===== src/rtl/hazard_pipe_ctrl.sv =====
// Pipeline sequencing controller: PC / IF/ID / ID/EX hazard control, mult/div busy tracking,
// and imem wait-state handling. Define PIPE_CTRL_STATS_EN to build the stall/flush counters.
module hazard_pipe_ctrl #(
  parameter int MD_LATENCY = 32,
  parameter int STAT_W     = 32
) (
  input  logic              clk,
  input  logic              reset,
  input  logic [4:0]        id_rs,
  input  logic [4:0]        id_rt,
  input  logic              id_uses_rt,
  input  logic              id_is_md,
  input  logic              id_reads_hilo,
  input  logic              ex_memread,
  input  logic [4:0]        ex_rt,
  input  logic              ex_branch_taken,
  input  logic              imem_ready,
  output logic              pc_write,
  output logic              ifid_write,
  output logic              ifid_flush,
  output logic              idex_bubble,
  output logic              md_start,
  output logic              md_busy,
  output logic [STAT_W-1:0] stall_cycles,
  output logic [STAT_W-1:0] flush_count
);

  localparam logic [1:0] RUN     = 2'd0;
  localparam logic [1:0] IWAIT   = 2'd1;
  localparam logic [1:0] DISCARD = 2'd2;
  localparam logic [7:0] MD_LAT  = 8'(MD_LATENCY);

  logic [1:0] state, state_nxt;
  logic [7:0] md_cnt;
  logic       load_use, hazard;

  always_comb begin
    load_use = ex_memread && (ex_rt != 5'd0) &&
               ((ex_rt == id_rs) || (id_uses_rt && (ex_rt == id_rt)));
    hazard   = load_use || (md_busy && (id_reads_hilo || id_is_md));
  end

  assign md_busy  = (md_cnt != 8'd0);
  assign md_start = !reset && id_is_md && !md_busy && !ex_branch_taken;

  always_comb begin
    pc_write    = 1'b0;
    ifid_write  = 1'b0;
    ifid_flush  = 1'b0;
    idex_bubble = 1'b0;
    state_nxt   = state;
    if (reset) begin
      ifid_flush  = 1'b1;
      idex_bubble = 1'b1;
      state_nxt   = RUN;
    end else if (ex_branch_taken) begin
      pc_write    = 1'b1;
      ifid_write  = 1'b1;
      ifid_flush  = 1'b1;
      idex_bubble = 1'b1;
      // A fetch still outstanding at redirect time is wrong-path and must be dropped.
      if (state != RUN) state_nxt = imem_ready ? RUN : DISCARD;
    end else if (state == DISCARD) begin
      if (imem_ready) begin
        ifid_flush = 1'b1;
        state_nxt  = RUN;
      end
    end else if (hazard) begin
      idex_bubble = 1'b1;
    end else if (!imem_ready) begin
      ifid_flush = 1'b1;
      state_nxt  = IWAIT;
    end else begin
      pc_write   = 1'b1;
      ifid_write = 1'b1;
      state_nxt  = RUN;
    end
  end

  always_ff @(posedge clk or posedge reset) begin
    if (reset) state <= RUN;
    else       state <= state_nxt;
  end

  always_ff @(posedge clk or posedge reset) begin
    if (reset)             md_cnt <= 8'd0;
    else if (md_start)     md_cnt <= MD_LAT;
    else if (md_cnt != 0)  md_cnt <= md_cnt - 8'd1;
  end

`ifdef PIPE_CTRL_STATS_EN
  logic              stall_inc, flush_inc;
  logic [STAT_W-1:0] stall_q, flush_q;

  assign stall_inc = !ex_branch_taken && (state != DISCARD) && hazard;
  assign flush_inc = ex_branch_taken;

  // Both counters stick at all-ones rather than wrapping.
  always_ff @(posedge clk or posedge reset) begin
    if (reset) begin
      stall_q <= '0;
      flush_q <= '0;
    end else begin
      if (stall_inc && (stall_q != '1)) stall_q <= stall_q + STAT_W'(1);
      if (flush_inc && (flush_q != '1)) flush_q <= flush_q + STAT_W'(1);
    end
  end

  assign stall_cycles = stall_q;
  assign flush_count  = flush_q;
`else
  assign stall_cycles = '0;
  assign flush_count  = '0;
`endif

endmodule


===== config.mk =====
export PLATFORM = sky130hd
export DESIGN_NAME = hazard_pipe_ctrl
export DESIGN_NICKNAME = d
export VERILOG_FILES = /design/src/rtl/hazard_pipe_ctrl.sv
export SDC_FILE = /design/constraint.sdc
export NUM_CORES = 1
export LEC_CHECK = 0
export ABC_AREA = 1
export BUFFER_PORTS_ARGS = -buffer_cell sky130_fd_sc_hd__buf_2
export CORE_MARGIN = 2
export CORE_UTILIZATION = 38
export DETAILED_ROUTE_END_ITERATION = 10
export GPL_TIMING_DRIVEN = 0
export PLACE_DENSITY = 0.77
export SYNTH_ARGS = -nofsm -noshare
export SYNTH_HDL_FRONTEND = slang
export SYNTH_SLANG_ARGS = --single-unit

===== constraint.sdc =====
create_clock -name clk -period 1.2 [get_ports clk]
set_input_delay 0.06 -clock clk [delete_from_list [all_inputs] [get_ports clk]]
set_output_delay 0.06 -clock clk [all_outputs]
set_load 0.01 [all_outputs]

==> results of run 1 <==
## state kept, by name, indices dropped and copies added (netlist names)
register and count:
md_cnt 8, state 2
## per-layer routing
metal  wire length (um)  share of wire
met5                  0              0
met4                 74          0.027
met3                281           0.10
met2               1360           0.50
met1               1010           0.37
## synthesized netlist by cell type (all sizes together)
library cell	n	area (um2)
buf	65	488
nand2	47	189
inv	27	101
nor2	18	92.6
nand3	12	60.1
dfrtp	10	250
o21ai	7	35.0
nor3	5	36.3
xnor2	3	26.3
a21oi	2	10.0
ha	2	25.0
nand4	2	12.5
xor2	2	17.5
clkinv	1	3.75
conb	1	3.75
nor3b	1	7.51
nor4	1	6.26
## power by group through the flow
stage | combinational [uW] | clock (uW) | sequential (uW)
after detailed placement | 1030 | 0 | 595
after floorplan | 869 | 0 | 572
after global placement | 1000 | 0 | 594
after global routing | 1330 | 239 | 611
after CTS | 1120 | 232 | 588
final | 1200 | 227 | 595
## critical path, delay by kind of cell, from the launching register on
kind / cells / cell delay, ns
and+or+nand+nor: 3 / 0.21
adders and majority gates: 1 / 0.14
DFF: 1 / 0.39
AOI/OAI and AO/OA: 2 / 0.20
buffers and inverters: 4 / 0.40
## cells by family after synthesis
logic type / count (synthesis) / synth area share
buffers and inverters: 93 / 0.434
AND/OR/NAND/NOR: 86 / 0.296
XOR/XNOR: 5 / 0.0321
AO/OA/AOI/OAI: 9 / 0.0330
adder cells (fa/ha/maj): 2 / 0.0183
other: 1 / 0.00275
flip-flops: 10 / 0.183
## through the flow
step                      hold WS (ns)  instance area [um2]  std cells  worst slack, ns
after floorplan                -0.0834                 1630        269           -0.216
after global placement           0.125                 1830        343           -0.315
after detailed placement         0.132                 1830        343           -0.344
after CTS                        0.155                 1950        352           -0.439
after global routing             0.213                 1980        353           -0.521
final                            0.160                 1980        353           -0.447
## cell type report
type                            count  share of cell area
Buffer                             65               0.246
Clock buffer                        3              0.0114
Inverter                           28              0.0530
Multi-Input combinational cell    166               0.426
Sequential cell                    10               0.126
Tap cell                           46              0.0290
Timing Repair Buffer               35               0.109
## path summary, 6_finish.rpt
path	from	end	slack, ns	cells past startpoint
hold / removal	imem_ready	state[1]$_DFFE_PP0P_	0.16	4
min in group asynchronous	reset	md_cnt[4]$_DFFE_PP0P_	0.48	3
setup reg to reg	md_cnt[1]$_DFFE_PP0P_	md_cnt[3]$_DFFE_PP0P_	-0.36	11
max in group asynchronous	reset	md_cnt[6]$_DFFE_PP0P_	0.42	3
setup / recovery	md_cnt[1]$_DFFE_PP0P_	pc_write	-0.45	10
hold reg to reg	md_cnt[6]$_DFFE_PP0P_	md_cnt[6]$_DFFE_PP0P_	0.51	1
## timing repair
| action | 4_1_cts | 5_1_grt |
|---|---|---|
| setup endpoints to repair | 15 | 16 |
| hold buffers | 1 | 0 |
| pin swaps | 4 | 3 |
| buffers inserted | 5 | 1 |
| hold endpoints to repair | 10 | 0 |
| gates resized for setup | 11 | 7 |
==> reports/metrics.cfg, run 1 <==
[outcome]
status = complete, but fails checks
violations = negative setup slack

[clock_network]
cts_tree = yes
cts_made_buffers = 3
clock_path_buffers = 2
clock_sinks = 10
path_clk_slew_ns = 0.06
root_buffer = clkbuf_4
clock_latency_ns = 0.26
h-tree-depth = 1

[layout]
fin_nets = 334
post-route-util = 0.585
multi_input_area_um2 = 845
layout_commonest_cell = buf_4
layout_common_cells = 69 x buf_4, 64 x conb_1, 40 x nand2_1
final_layout_size_suffix_gt1_frac = 0.420
filler_cell_count = 309
regArea_um2 = 250
diodes = 0
syn2layout_area_growth_pct = 45.3

[critical_path]
worstSetupStartpointType = flop
slowest_stage = dfrtp_1
required_ns = 1.14
worst_path_largest_cell_delay_ns = 0.39
end_kind = output port
crit_chain = inv_2, ha_4, nand2_2, inv_2, nand2_4, o21ai_2, nand2_2, o21ai_2, buf_4, buf_6
path_max_fanout = 4
crit_arrival_ns = 1.59
path_class = flop to output port

[timing]
setup_viol = 15
rsz0062_at_grt = true
finalCritPeriodShare = 1.37
max_freq_ghz = 0.607
final.min_clock_period_ns = 1.65
hold_violations = 0
slew_viol_final = 0
setup_ws_ns = -0.447
setup_tns_ns = -4.70
fin_skew_ns = 0.00129

[pwr]
seqPwrFrac = 0.294
p_switching_uw = 857
power.internal_uw = 1170
power_frac_comb = 0.594
power_density_nw_per_um2 = 1020
clockPowerShare = 0.112
p_leak_uw = 0.00125
peakVddDrop_v = 0.000384
sw_frac_of_total = 0.423
power_uw = 2020

[global_route]
grt_util_met2 = 0.243
grt_remaining_overflow = 0
grt_pass1_vias = 1115
top_usage_layer = met2
use_met1 = 0.124
grt_first_pass_wirelength_mm = 4.21
grt_max_degree = 11
use_met3 = 0.0299
antenna_found_initial = 0
track_usage = 0.125

[logic_synthesis]
syn_inst = 206
synth.distinct_cells = 24
synth_seq_area_share = 0.183
synth_seq_cells = 10
ys_warn_count = 0
netlist_area_um2 = 1370
synth.avg_cell_area_um2 = 6.63

[routing]
drc = 0
vias = 1287
first_pass_iters = 4
first_iter_violations = 35
drt_wl_total_mm = 2.73
wl_per_cell_um = 7.72
viasPerCell = 3.65
ant_nets = 0

[placement]
io_buffers = 28
dp_hpwl_mm = 2.23
gp_congestion = 0.845

[floorplan]
die_w_um = 63.9
coreArea_um2 = 3390
io_pins = 93
die_y_um = 63.9
num_rows = 21
dieArea_um2 = 4090
start_util = 0.403

[flow_run]
max_cap_violations = 0

[min_path]
hold_path_class = input port to flop

Note: power is estimated with default switching activity, not from simulation.
==> run 2: changes to the inputs <==
RECOVER_POWER = 25   (was not set)
==> reports/metrics.cfg, run 2 (synthesis gave the netlist of run 1 again) <==
[outcome]
status = complete, but fails checks
violations = negative setup slack

[clock_network]
root_buffer = clkbuf_4
h-tree-depth = 1
path_clk_slew_ns = 0.06
cts_made_buffers = 3
clock_path_buffers = 2
cts_tree = yes
clock_sinks = 10
clock_latency_ns = 0.26

[critical_path]
path_max_fanout = 4
crit_arrival_ns = 1.59
end_kind = output port
worstSetupStartpointType = flop
required_ns = 1.14
path_class = flop to output port

[layout]
final_layout_size_suffix_gt1_frac = 0.417
regMostFlops = md_cnt
multi_input_area_um2 = 845
regArea_um2 = 250
layout_common_cells = 69 x buf_4, 64 x conb_1, 40 x nand2_1
top_regs = md_cnt x8, state x2
syn2layout_area_growth_pct = 45.2
fin_area_um2 = 1980
largest_reg_flops = 8
post-route-util = 0.585
diodes = 0
fin_nets = 334
layout_commonest_cell = buf_4
filler_cell_count = 310

[routing]
drc = 0
wl_per_cell_um = 7.71
viasPerCell = 3.65
ant_nets = 0
drt_wl_total_mm = 2.72
first_pass_iters = 4
vias = 1287
first_iter_violations = 35

[floorplan]
coreArea_um2 = 3390
dieArea_um2 = 4090
start_util = 0.403
num_rows = 21
io_pins = 93
die_y_um = 63.9
die_w_um = 63.9

[global_route]
grt_remaining_overflow = 0
track_usage = 0.125
grt_max_degree = 11
grt_pass1_vias = 1115
grt_first_pass_wirelength_mm = 4.21
antenna_found_initial = 0

[timing]
setup_ws_ns = -0.447
max_freq_ghz = 0.607
rsz0062_at_grt = true
finalCritPeriodShare = 1.37
setup_viol = 15
hold_violations = 0
fin_skew_ns = 0.00130
final.min_clock_period_ns = 1.65
slew_viol_final = 0

[pwr]
power_density_nw_per_um2 = 1020
p_leak_uw = 0.00124
peakVddDrop_v = 0.000384

[min_path]
hold_path_class = input port to flop

[placement]
pre_cts_ws_ns = -0.344
io_buffers = 28
gp_congestion = 0.845
postPlaceCellArea_um2 = 1830
dp_hpwl_mm = 2.23

[flow_run]
max_cap_violations = 0

## run 2: layout make-up
class	instances	area share
multi-input combinational	166	0.426
sequential	10	0.126
tap	46	0.0290
buffer	65	0.246
timing repair buffer	35	0.108
inverter	28	0.0530
clock buffer	3	0.0114
## run 2: final timing paths
check | slack, ns | depth (start not counted) | endpoint | startpoint
max | -0.45 | 10 | pc_write | md_cnt[1]$_DFFE_PP0P_
min | 0.16 | 4 | state[1]$_DFFE_PP0P_ | imem_ready
max reg2reg | -0.36 | 11 | md_cnt[3]$_DFFE_PP0P_ | md_cnt[1]$_DFFE_PP0P_
min reg2reg | 0.51 | 1 | md_cnt[6]$_DFFE_PP0P_ | md_cnt[6]$_DFFE_PP0P_
max in group asynchronous | 0.36 | 3 | md_cnt[6]$_DFFE_PP0P_ | reset
min in group asynchronous | 0.53 | 3 | md_cnt[4]$_DFFE_PP0P_ | reset
## run 2: where the power goes
part,total (uW),switching [uW],internal [uW]
Combinational,1200,627,574
Sequential,595,118,477
Clock,227,111,116
## run 2: critical path: stages (launching register included)
cell	delay, ns
dfrtp_1	0.39
inv_2	0.11
ha_4	0.14
nand2_2	0.06
inv_2	0.07
nand2_4	0.06
o21ai_2	0.06
nand2_2	0.09
o21ai_2	0.14
buf_4	0.13
buf_6	0.09
## run 2: per-stage QoR
stage / setup TNS [ns] / hold WS [ns] / instances / total power [uW]
after global routing: -5.95 / 0.213 / 353 / 2180
after CTS: -4.56 / 0.155 / 352 / 1940
after floorplan: -1.76 / -0.0834 / 269 / 1440
after global placement: -3.27 / 0.125 / 343 / 1590
after detailed placement: -3.52 / 0.132 / 343 / 1630
final: -4.70 / 0.160 / 353 / 2020
## run 2: routing by layer
| metal | GRT usage | wire length (um) |
|---|---|---|
| met1 | 0.124 | 1000 |
| met2 | 0.243 | 1360 |
| met3 | 0.0299 | 281 |
| met4 | 0.0543 | 74 |
| met5 | 0 | 0 |
## run 2: what timing repair did
| item | CTS | global route |
|---|---|---|
| endpoints found under the setup margin | 15 | 16 |
| hold endpoints to repair | 10 | 0 |
| hold buffers | 1 | 0 |
| pin swaps | 4 | 3 |
| setup buffers | 5 | 1 |
| gates resized for setup | 11 | 7 |
